$ cat config.mk
export PLATFORM = sky130hd
export DESIGN_NAME = spi_xfer_ctrl
export DESIGN_NICKNAME = d
export VERILOG_FILES = /design/src/rtl/spi_xfer_ctrl.sv
export SDC_FILE = /design/constraint.sdc
export NUM_CORES = 1
export LEC_CHECK = 0
export CORE_ASPECT_RATIO = 1.25
export CORE_MARGIN = 4
export CORE_UTILIZATION = 44
export CTS_CLUSTER_SIZE = 16
export DETAILED_ROUTE_END_ITERATION = 16
export PLACE_DENSITY = 0.72
export SKIP_CTS_REPAIR_TIMING = 1
export SYNTH_ARGS = -nofsm -noshare
export SYNTH_HDL_FRONTEND = slang
export SYNTH_SLANG_ARGS = --single-unit
$ cat constraint.sdc
create_clock -name clk -period 3 [get_ports clk]
set_input_delay 0.45 -clock clk [delete_from_list [all_inputs] [get_ports clk]]
set_output_delay 0.45 -clock clk [all_outputs]
set_load 0.005 [all_outputs]
$ cat src/rtl/spi_xfer_ctrl.sv
// spi_xfer_ctrl: multi-byte SPI transaction sequencer placed in front of spi_master.
// Buffers TX/RX bytes in FIFOs, times chip-select setup/hold, and offers a go/busy/done handshake.
module spi_xfer_ctrl #(
  parameter int DEPTH    = 8,
  parameter int CS_SETUP = 4,
  parameter int CS_HOLD  = 4
) (
  input  logic       clk,
  input  logic       rst,
  input  logic [7:0] tx_data,
  input  logic       tx_wr,
  output logic       tx_full,
  output logic [7:0] rx_data,
  input  logic       rx_rd,
  output logic       rx_empty,
  output logic       rx_ovf,
  input  logic [7:0] xfer_len,
  input  logic       go,
  output logic       busy,
  output logic       xfer_done,
  output logic       cs_n,
  output logic       m_start,
  output logic [7:0] m_data,
  input  logic       m_done,
  input  logic [7:0] m_rx
);

  localparam int AW   = $clog2(DEPTH);
  localparam int LW   = AW + 1;
  localparam int TMAX = (CS_SETUP > CS_HOLD) ? CS_SETUP : CS_HOLD;
  localparam int CW   = $clog2(TMAX + 1);

  typedef enum logic [2:0] {S_IDLE, S_SETUP, S_LOAD, S_WAIT, S_HOLD} state_t;

  state_t        state_q, state_d;
  logic [CW-1:0] cnt_q, cnt_d;
  logic [8:0]    rem_q, rem_d;
  logic          ovf_q, ovf_d;
  logic          cs_n_q, busy_q, done_q, m_start_q;
  logic [7:0]    m_data_q;
  logic          tx_pop, rx_got, done_d;

  // TX FIFO
  logic [7:0]    tx_mem [DEPTH];
  logic [AW-1:0] tx_wp_q, tx_rp_q;
  logic [LW-1:0] tx_lvl_q;
  logic          tx_empty, tx_push, tx_avail;
  logic [7:0]    tx_head;

  assign tx_empty = (tx_lvl_q == '0);
  assign tx_full  = (tx_lvl_q == LW'(DEPTH));
  assign tx_push  = tx_wr && !tx_full;
  // An empty FIFO passes a same-cycle host write straight through to the master.
  assign tx_avail = !tx_empty || tx_push;
  assign tx_head  = tx_empty ? tx_data : tx_mem[tx_rp_q];

  always_ff @(posedge clk) begin
    if (tx_push) tx_mem[tx_wp_q] <= tx_data;
  end

  always_ff @(posedge clk or negedge rst) begin
    if (!rst) begin
      tx_wp_q  <= '0;
      tx_rp_q  <= '0;
      tx_lvl_q <= '0;
    end else begin
      if (tx_push) tx_wp_q <= tx_wp_q + 1'b1;
      if (tx_pop)  tx_rp_q <= tx_rp_q + 1'b1;
      if (tx_push && !tx_pop)      tx_lvl_q <= tx_lvl_q + 1'b1;
      else if (!tx_push && tx_pop) tx_lvl_q <= tx_lvl_q - 1'b1;
    end
  end

  // RX FIFO
  logic [7:0]    rx_mem [DEPTH];
  logic [AW-1:0] rx_wp_q, rx_rp_q;
  logic [LW-1:0] rx_lvl_q;
  logic          rx_full, rx_push, rx_pop;

  assign rx_empty = (rx_lvl_q == '0);
  assign rx_full  = (rx_lvl_q == LW'(DEPTH));
  assign rx_push  = rx_got && !rx_full;
  assign rx_pop   = rx_rd && !rx_empty;
  assign rx_data  = rx_empty ? 8'h00 : rx_mem[rx_rp_q];

  always_ff @(posedge clk) begin
    if (rx_push) rx_mem[rx_wp_q] <= m_rx;
  end

  always_ff @(posedge clk or negedge rst) begin
    if (!rst) begin
      rx_wp_q  <= '0;
      rx_rp_q  <= '0;
      rx_lvl_q <= '0;
    end else begin
      if (rx_push) rx_wp_q <= rx_wp_q + 1'b1;
      if (rx_pop)  rx_rp_q <= rx_rp_q + 1'b1;
      if (rx_push && !rx_pop)      rx_lvl_q <= rx_lvl_q + 1'b1;
      else if (!rx_push && rx_pop) rx_lvl_q <= rx_lvl_q - 1'b1;
    end
  end

  // Sequencer next-state logic
  always_comb begin
    state_d = state_q;
    cnt_d   = cnt_q;
    rem_d   = rem_q;
    ovf_d   = ovf_q;
    tx_pop  = 1'b0;
    rx_got  = 1'b0;
    done_d  = 1'b0;
    case (state_q)
      S_IDLE: begin
        if (go) begin
          state_d = S_SETUP;
          cnt_d   = CW'(CS_SETUP - 1);
          rem_d   = (xfer_len == 8'd0) ? 9'd256 : {1'b0, xfer_len};
          ovf_d   = 1'b0;
        end
      end
      S_SETUP: begin
        if (cnt_q == '0) begin
          if (tx_avail) begin
            tx_pop  = 1'b1;
            state_d = S_WAIT;
          end else begin
            state_d = S_LOAD;
          end
        end else begin
          cnt_d = cnt_q - 1'b1;
        end
      end
      S_LOAD: begin
        if (tx_avail) begin
          tx_pop  = 1'b1;
          state_d = S_WAIT;
        end
      end
      S_WAIT: begin
        if (m_done) begin
          rx_got = 1'b1;
          rem_d  = rem_q - 1'b1;
          if (rem_q == 9'd1) begin
            state_d = S_HOLD;
            cnt_d   = CW'(CS_HOLD - 1);
          end else begin
            state_d = S_LOAD;
          end
        end
      end
      S_HOLD: begin
        if (cnt_q == '0) begin
          state_d = S_IDLE;
          done_d  = 1'b1;
        end else begin
          cnt_d = cnt_q - 1'b1;
        end
      end
      default: state_d = S_IDLE;
    endcase
    // A full RX drops the byte even if the host reads in the same cycle.
    if (rx_got && rx_full) ovf_d = 1'b1;
  end

  always_ff @(posedge clk or negedge rst) begin
    if (!rst) begin
      state_q   <= S_IDLE;
      cnt_q     <= '0;
      rem_q     <= '0;
      ovf_q     <= 1'b0;
      cs_n_q    <= 1'b1;
      busy_q    <= 1'b0;
      done_q    <= 1'b0;
      m_start_q <= 1'b0;
      m_data_q  <= 8'h00;
    end else begin
      state_q   <= state_d;
      cnt_q     <= cnt_d;
      rem_q     <= rem_d;
      ovf_q     <= ovf_d;
      cs_n_q    <= (state_d == S_IDLE);
      busy_q    <= (state_d != S_IDLE);
      done_q    <= done_d;
      m_start_q <= tx_pop;
      if (tx_pop) m_data_q <= tx_head;
    end
  end

  assign cs_n      = cs_n_q;
  assign busy      = busy_q;
  assign xfer_done = done_q;
  assign m_start   = m_start_q;
  assign m_data    = m_data_q;
  assign rx_ovf    = ovf_q;

endmodule
==> metrics.txt, run 1 <==
Netlist Area Pre-Place=7570 um^2; maximum number of pins on one net before global-route repair=35; relative contribution of the clock network to total power=0.243; sw frac=0.327; Clk Latency, worst-skew pair=0.42 ns; Syn Inst Count=472; count of warnings emitted by yosys=0; count of buffers from port buffering=between 50 and 60; number of synthesized register bits=176; clock sink count=176; TritonCTS buffer count=17; global-route wire length before repair=between 20 and 25 mm; clock slew seen by the registers of the worst setup and hold paths=0.07 ns; Die W=~130 um; final number of hold-violating endpoints=0; final net count=597; standard-cell rows=53; outcome=complete, no violations; count of routing violations after the opening detailed-route iteration=~250; RSZ-0062 raised after global routing=no; power density over the cells=949 nW/um^2; Seq pwr share=0.428; cell area after placement=8470 um^2; root cell of the clock tree=sky130_fd_sc_hd__clkbuf_16; post-placement setup slack=0.0870 ns; Netlist cell types=just over 60; setup violation total in the final timing report=0; path type of the worst setup path=reg2out; antenna violations before repair=0; critical path data arrival time=2.35 ns; # DRC=0; Post-Synthesis Net Count=518; share of total power in combinational logic=0.329; largest fanout on the critical path=18; post-synthesis sequential area ratio=0.666; placed wire-length estimate=9.82 mm; path type of the worst min-delay path=in2async; Worst setup EP type=primary output; Ant. Diodes=0; clock buffer depth=2; drt via density=about 5.6; routed wire length=14.9 mm; Syn Area/Cell=16.0 um^2; first-pass iteration count of the detailed router=4; Final min period=2.80 ns; MaxCap Viol Count=0; share of post-route cells with drive strength above 1=0.193; Overall Power=around 8.6 mW; Fmax=between 300 and 400 MHz; initial cell density of the core=0.450; standard cell core area=~17000 um^2; min setup slack post-route=0.202 ns; aggregate negative setup slack=0 ns; layout overhead on the synthesized area=19.6%; Final Slew Violations=0; overall track demand over capacity in global routing=0.160; Antenna Nets Post-Route=0; slew at the pin with the worst max-slew slack=1.05 ns; final clock skew=0.00663 ns; relative max-transition margin=0.299; TritonCTS clock tree=built; part of the cycle the worst path needs=0.933; total via count in the routed design=4368; reported net switching power=2.81 mW; count of pins on the block boundary=between 50 and 60; Static Leak=3.25 nW; maximum vdd ir drop=approximately 0.00053 V; Remaining Overflow, GRT=0; number of flops mapped to enable cells by yosys=128; required time reported for the critical path endpoint=2.55 ns; Die Outline Area=19400 um^2; gpl congestion=0.829; via count of the first global-routing pass=4483; internal power=5.79 mW; critical path startpoint category=register; post-synthesis async set-or-reset flop share=0.273; top_reg_cell synth=sky130_fd_sc_hd__edfxtp_1; post-route design area=9060 um^2; wire length per cell=~19 um; die boundary height=approximately 150 um; H-Tree Level Count=4
## worst paths after layout
check	from	endpoint	slack, ns	depth (start not counted)
max	rx_rp_q[1]	rx_data[1]	0.20	4
min	rst	state_q[2]	0.10	1
max reg2reg	cnt_q[0]	tx_lvl_q[3]	0.27	12
min reg2reg	rx_ovf	rx_ovf	0.53	2
max in group asynchronous	rst	m_start	2.18	2
min in group clk	rx_ovf	rx_ovf	0.53	2
## registers in the layout, indices dropped and copies added, names as in the netlist
register   flops
rem_q          9
rx_rp_q        3
cs_n           1
m_data         8
tx_wp_q        3
rx_ovf         1
rx_wp_q        3
xfer_done      1
cnt_q          3
state_q        3
rx_lvl_q       4
tx_rp_q        3
m_start        1
tx_mem        64
tx_lvl_q       4
rx_mem        64
busy           1
## routing by layer
| layer | vias up | wire length [um] | GRT usage | part of all wire |
|---|---|---|---|---|
| met5 | - | 0 | 0 | 0 |
| met1 | 2225 | 5810 | 0.192 | 0.39 |
| met2 | 123 | 8300 | 0.288 | 0.56 |
| met4 | 0 | 217 | 0.0579 | 0.015 |
| met3 | 20 | 602 | 0.0318 | 0.040 |
| li1 | 2000 | - | - | - |
## power groups by stage
| stage | combinational [mW] | clock [mW] | sequential, mW |
|---|---|---|---|
| after floorplan | 2.14 | 0 | 3.39 |
| after detailed placement | 2.84 | 0 | 3.73 |
| after CTS | 2.86 | 2.14 | 3.69 |
| after global placement | 2.73 | 0 | 3.70 |
| final | 2.83 | 2.09 | 3.68 |
| after global routing | 3.11 | 2.25 | 3.76 |
## layout make-up
class                      count  area [um^2]
clock buffer                  17          425
multi-input combinational    261         2380
tap                          220          275
fill                        1365         7790
sequential                   176         5050
clock inverter                15          145
inverter                      15         56.3
timing repair buffer          80          726
## kinds of logic (layout without fill, tap and decap cells)
| family | after synthesis | count (layout) | share of synthesized area |
|---|---|---|---|
| multiplexers | 58 | 58 | 0.131 |
| AO/OA/AOI/OAI | 60 | 60 | 0.0580 |
| XOR/XNOR | 15 | 15 | 0.0174 |
| AND/OR/NAND/NOR | 112 | 112 | 0.0791 |
| flip-flops | 176 | 176 | 0.666 |
| buffers and inverters | 35 | 127 | 0.0202 |
| adder cells (fa/ha/maj) | 16 | 16 | 0.0284 |
## cell usage after synthesis (2+ instances only)
cell type | number | area share
sky130_fd_sc_hd__nor3_1 | 13 | 0.0086
sky130_fd_sc_hd__a221o_1 | 8 | 0.011
sky130_fd_sc_hd__nand2b_1 | 7 | 0.0058
sky130_fd_sc_hd__inv_1 | 13 | 0.0064
sky130_fd_sc_hd__buf_2 | 4 | 0.0026
sky130_fd_sc_hd__nand2_1 | 19 | 0.0094
sky130_fd_sc_hd__buf_4 | 2 | 0.0020
sky130_fd_sc_hd__a31oi_1 | 2 | 0.0017
sky130_fd_sc_hd__nor2b_1 | 3 | 0.0025
sky130_fd_sc_hd__fa_1 | 2 | 0.0053
sky130_fd_sc_hd__or4_1 | 2 | 0.0020
sky130_fd_sc_hd__xor2_1 | 2 | 0.0023
sky130_fd_sc_hd__mux2_2 | 5 | 0.0074
sky130_fd_sc_hd__or3_1 | 2 | 0.0017
sky130_fd_sc_hd__and3b_1 | 2 | 0.0023
sky130_fd_sc_hd__o21ai_0 | 16 | 0.011
sky130_fd_sc_hd__nor2_1 | 35 | 0.017
sky130_fd_sc_hd__nand3_1 | 3 | 0.0020
sky130_fd_sc_hd__nor4b_1 | 2 | 0.0023
sky130_fd_sc_hd__nor4_1 | 4 | 0.0033
sky130_fd_sc_hd__a21o_1 | 3 | 0.0030
sky130_fd_sc_hd__inv_2 | 2 | 0.00099
sky130_fd_sc_hd__mux2i_1 | 20 | 0.026
sky130_fd_sc_hd__a21oi_1 | 14 | 0.0093
sky130_fd_sc_hd__nor3b_1 | 6 | 0.0059
sky130_fd_sc_hd__buf_1 | 4 | 0.0020
sky130_fd_sc_hd__a22oi_1 | 2 | 0.0020
sky130_fd_sc_hd__edfxtp_1 | 128 | 0.51
sky130_fd_sc_hd__ha_1 | 14 | 0.023
sky130_fd_sc_hd__o22ai_1 | 4 | 0.0033
sky130_fd_sc_hd__clkbuf_1 | 8 | 0.0040
sky130_fd_sc_hd__nand3b_1 | 2 | 0.0020
sky130_fd_sc_hd__dfrtp_1 | 47 | 0.16
sky130_fd_sc_hd__mux4_2 | 32 | 0.095
sky130_fd_sc_hd__xnor2_1 | 13 | 0.015
## metrics by stage
stage	instances	hold WS, ns	utilization
2_1_floorplan	472	0.154	-
3_3_place_gp	750	0.476	0.503
3_5_place_dp	750	0.504	0.503
4_1_cts	782	0.116	0.537
5_1_grt	784	0.157	0.538
6_report	784	0.101	0.538
## placed cells by master, fill, tap and decap left out, types with 2 or more instances in the layout
| cell | netlist | routed |
|---|---|---|
| sky130_fd_sc_hd__or3_1 | 2 | 2 |
| sky130_fd_sc_hd__mux2i_1 | 20 | 20 |
| sky130_fd_sc_hd__a22oi_1 | 2 | 2 |
| sky130_fd_sc_hd__mux4_2 | 32 | 32 |
| sky130_fd_sc_hd__clkbuf_16 | 0 | 17 |
| sky130_fd_sc_hd__and3b_1 | 2 | 2 |
| sky130_fd_sc_hd__clkdlybuf4s50_1 | 0 | 51 |
| sky130_fd_sc_hd__inv_8 | 0 | 7 |
| sky130_fd_sc_hd__xnor2_1 | 13 | 13 |
| sky130_fd_sc_hd__nor2_1 | 35 | 35 |
| sky130_fd_sc_hd__clkinvlp_4 | 0 | 2 |
| sky130_fd_sc_hd__a31oi_1 | 2 | 2 |
| sky130_fd_sc_hd__or4_1 | 2 | 2 |
| sky130_fd_sc_hd__nor3_1 | 13 | 13 |
| sky130_fd_sc_hd__nand2_1 | 19 | 19 |
| sky130_fd_sc_hd__o21ai_0 | 16 | 16 |
| sky130_fd_sc_hd__nor2b_1 | 3 | 3 |
| sky130_fd_sc_hd__a21o_1 | 3 | 3 |
| sky130_fd_sc_hd__xor2_1 | 2 | 2 |
| sky130_fd_sc_hd__nor4_1 | 4 | 3 |
| sky130_fd_sc_hd__inv_2 | 2 | 2 |
| sky130_fd_sc_hd__a21oi_1 | 14 | 13 |
| sky130_fd_sc_hd__fa_1 | 2 | 2 |
| sky130_fd_sc_hd__nand3b_1 | 2 | 2 |
| sky130_fd_sc_hd__o22ai_1 | 4 | 4 |
| sky130_fd_sc_hd__nor3b_1 | 6 | 6 |
| sky130_fd_sc_hd__inv_1 | 13 | 13 |
| sky130_fd_sc_hd__ha_1 | 14 | 14 |
| sky130_fd_sc_hd__edfxtp_1 | 128 | 128 |
| sky130_fd_sc_hd__nor4b_1 | 2 | 2 |
| sky130_fd_sc_hd__clkinv_4 | 0 | 2 |
| sky130_fd_sc_hd__nand2b_1 | 7 | 7 |
| sky130_fd_sc_hd__nand3_1 | 3 | 3 |
| sky130_fd_sc_hd__mux2_2 | 5 | 5 |
| sky130_fd_sc_hd__a221o_1 | 8 | 8 |
| sky130_fd_sc_hd__buf_4 | 2 | 28 |
| sky130_fd_sc_hd__dfrtp_1 | 47 | 47 |
## critical path, cell delays in order (launching register included)
cell                              delay (ns)
sky130_fd_sc_hd__dfrtp_1                0.85
sky130_fd_sc_hd__mux4_2                 0.41
sky130_fd_sc_hd__mux2i_1                0.16
sky130_fd_sc_hd__nor2_1                 0.06
sky130_fd_sc_hd__clkdlybuf4s50_1        0.44
No activity file was read; power rests on OpenSTA's default activity.
==> run 2, diff against run 1 <==
CELL_PAD_IN_SITES_DETAIL_PLACEMENT = 0   (was not set)
CELL_PAD_IN_SITES_GLOBAL_PLACEMENT = 2   (was not set)
CORE_UTILIZATION = 43   (was 44)
PLACE_DENSITY = 0.88   (was 0.72)
REMOVE_ABC_BUFFERS = 1   (was not set)
==> run 2 against run 1 <==
Against the previous run: via count fell by 2.8%; non-clock buffer count fell by 2; flip-flop and latch count did not move; final cell count rose by 0.26%; clock power rose by 4%; first-iteration DRC count fell by 4.0%; register-to-register slack got worse by 0.07 ns; sequential share of layout area barely moved; die area rose by 2.2%; utilization fell by 1.6 points; highest routed layer unchanged.
==> metrics.txt, run 2 (synthesis gave the netlist of run 1 again) <==
FF-to-FF path depth=9; clock sink count=176; share of post-route cells with drive strength above 1=0.189; setup violation total in the final timing report=0; met2 Usage GRT=0.275; critical path startpoint category=register; Die W=127 um; cell breakdown of the critical path=or4_4, o21ai_4, ha_1, inv_1, ha_1, a21o_1, a21oi_1, mux2i_1, xnor2_1; leading cell type in the layout, fill and taps excluded=sky130_fd_sc_hd__edfxtp_1; layout overhead on the synthesized area=19.7%; standard-cell rows=54; Final min period=2.80 ns; wire length per cell=18.6 um; Fmax=357 MHz; power density over the cells=952 nW/um^2; first-pass iteration count of the detailed router=4; Hold Worst Slack=roughly 0.14 ns; standard cell core area=roughly 17000 um^2; clock buffer depth=2; Die Outline Area=19800 um^2; cell family contributing the most delay on the critical path=compound AO/OA/AOI/OAI gates; slew at the pin with the worst max-slew slack=0.861 ns; overall track demand over capacity in global routing=0.158; via count of the first global-routing pass=4486; Clk Latency, worst-skew pair=about 0.42 ns; cell area after placement=8470 um^2; number of filler instances in the final layout=1419; number of placed instances with taps included=754; RSZ-0062 raised after global routing=no; slowest library cell on the worst path=sky130_fd_sc_hd__or4_4; worst stage delay on the critical path=0.59 ns; maximum number of pins on one net before global-route repair=49; min setup slack post-route=0.202 ns; routed wire length=between 10 and 15 mm; final clock skew=between 0.007 and 0.008 ns; count of routing violations after the opening detailed-route iteration=roughly 240; H-Tree Level Count=4; part of the cycle the worst path needs=0.933; die boundary height=approximately 160 um; total via count in the routed design=4245; global-route wire length before repair=23.8 mm; Ant. Diodes=0; TritonCTS clock tree=built; highest-utilization routing layer at the global route stage=met2; clock slew seen by the registers of the worst setup and hold paths=0.06 ns; maximum vdd ir drop=0.000419 V; Remaining Overflow, GRT=0; path type of the worst setup path=reg2reg; required time reported for the critical path endpoint=3.34 ns; TritonCTS buffer count=17; gpl congestion=0.803; met3 Usage GRT=0.0355; drt via density=5.40; final net count=between 500 and 600; count of buffers from port buffering=between 50 and 60; Final Slew Violations=0; post-route design area=9060 um^2; Worst setup EP type=register; largest fanout on the critical path=10; aggregate negative setup slack=0 ns; placed wire-length estimate=9.77 mm; post-placement setup slack=0.135 ns; root cell of the clock tree=sky130_fd_sc_hd__clkbuf_16; relative max-transition margin=0.426; critical path data arrival time=around 3.1 ns; final number of hold-violating endpoints=0; Antenna Nets Post-Route=0; path type of the worst min-delay path=in2async; # DRC=0; Crit path depth=9; CP most frequent cell=sky130_fd_sc_hd__ha_1; met1 capacity usage during global routing=0.195; Worst R2R Setup Slack=0.20 ns; count of pins on the block boundary=53; MaxCap Viol Count=0; worst path buffer plus inverter count=1; Top Registers=rx_mem x64, tx_mem x64, rem_q x9; outcome=complete, no violations; antenna violations before repair=0; Static Leak=3.25 nW; filler-free cell count of the finished design=786; initial cell density of the core=0.436; commonest non-fill, non-tap cells in the layout=128 x sky130_fd_sc_hd__edfxtp_1, 51 x sky130_fd_sc_hd__clkdlybuf4s50_1, 47 x sky130_fd_sc_hd__dfrtp_1
## run 2: final timing paths
check                             from          end
setup / recovery           tx_lvl_q[0]  tx_lvl_q[3]
hold / removal                     rst  tx_lvl_q[1]
setup reg to reg           tx_lvl_q[0]  tx_lvl_q[3]
hold reg to reg            tx_lvl_q[3]  tx_lvl_q[3]
max in group asynchronous          rst   tx_rp_q[2]
min in group clk           tx_lvl_q[3]  tx_lvl_q[3]
## run 2: stage by stage
step                      power, mW   util
after floorplan                5.43      -
after global placement         6.46  0.488
after detailed placement       6.54  0.488
after CTS                      8.75  0.522
after global routing           9.20  0.522
final                          8.63  0.522
## run 2: power breakdown
part / switching, mW / internal [mW]
Combinational: 1.28 / 1.57
Sequential: 0.497 / 3.11
Clock: 0.931 / 1.25
## run 2: area by class of cell
class / instances / area, um^2 / area share
repair buffers: 78 / 711 / 0.0784
clock buffers: 19 / 433 / 0.0478
clock inverters: 13 / 153 / 0.0168
inverters: 15 / 56.3 / 0.00621
flip-flops and latches: 176 / 5050 / 0.557
multi-input cells: 261 / 2380 / 0.263
well taps: 224 / 280 / 0.0309
## run 2: routing by layer
layer | wire, um | up-vias
met5 | 0 | -
met4 | 257 | 0
met3 | 498 | 20
met2 | 7720 | 74
met1 | 6120 | 2151
li1 | - | 2000
## run 2: worst register-to-register path, stage by stage (launching register included)
cell,delay [ns]
sky130_fd_sc_hd__dfrtp_1,0.45
sky130_fd_sc_hd__or4_4,0.59
sky130_fd_sc_hd__o21ai_4,0.33
sky130_fd_sc_hd__ha_1,0.23
sky130_fd_sc_hd__inv_1,0.10
sky130_fd_sc_hd__ha_1,0.28
sky130_fd_sc_hd__a21o_1,0.17
sky130_fd_sc_hd__a21oi_1,0.17
sky130_fd_sc_hd__mux2i_1,0.24
sky130_fd_sc_hd__xnor2_1,0.15
==> run 3, diff against run 2 <==
CAP_MARGIN = 20   (was not set)
==> results of run 3 <==
Final layout, timing and power as in run 2 (identical DEF).
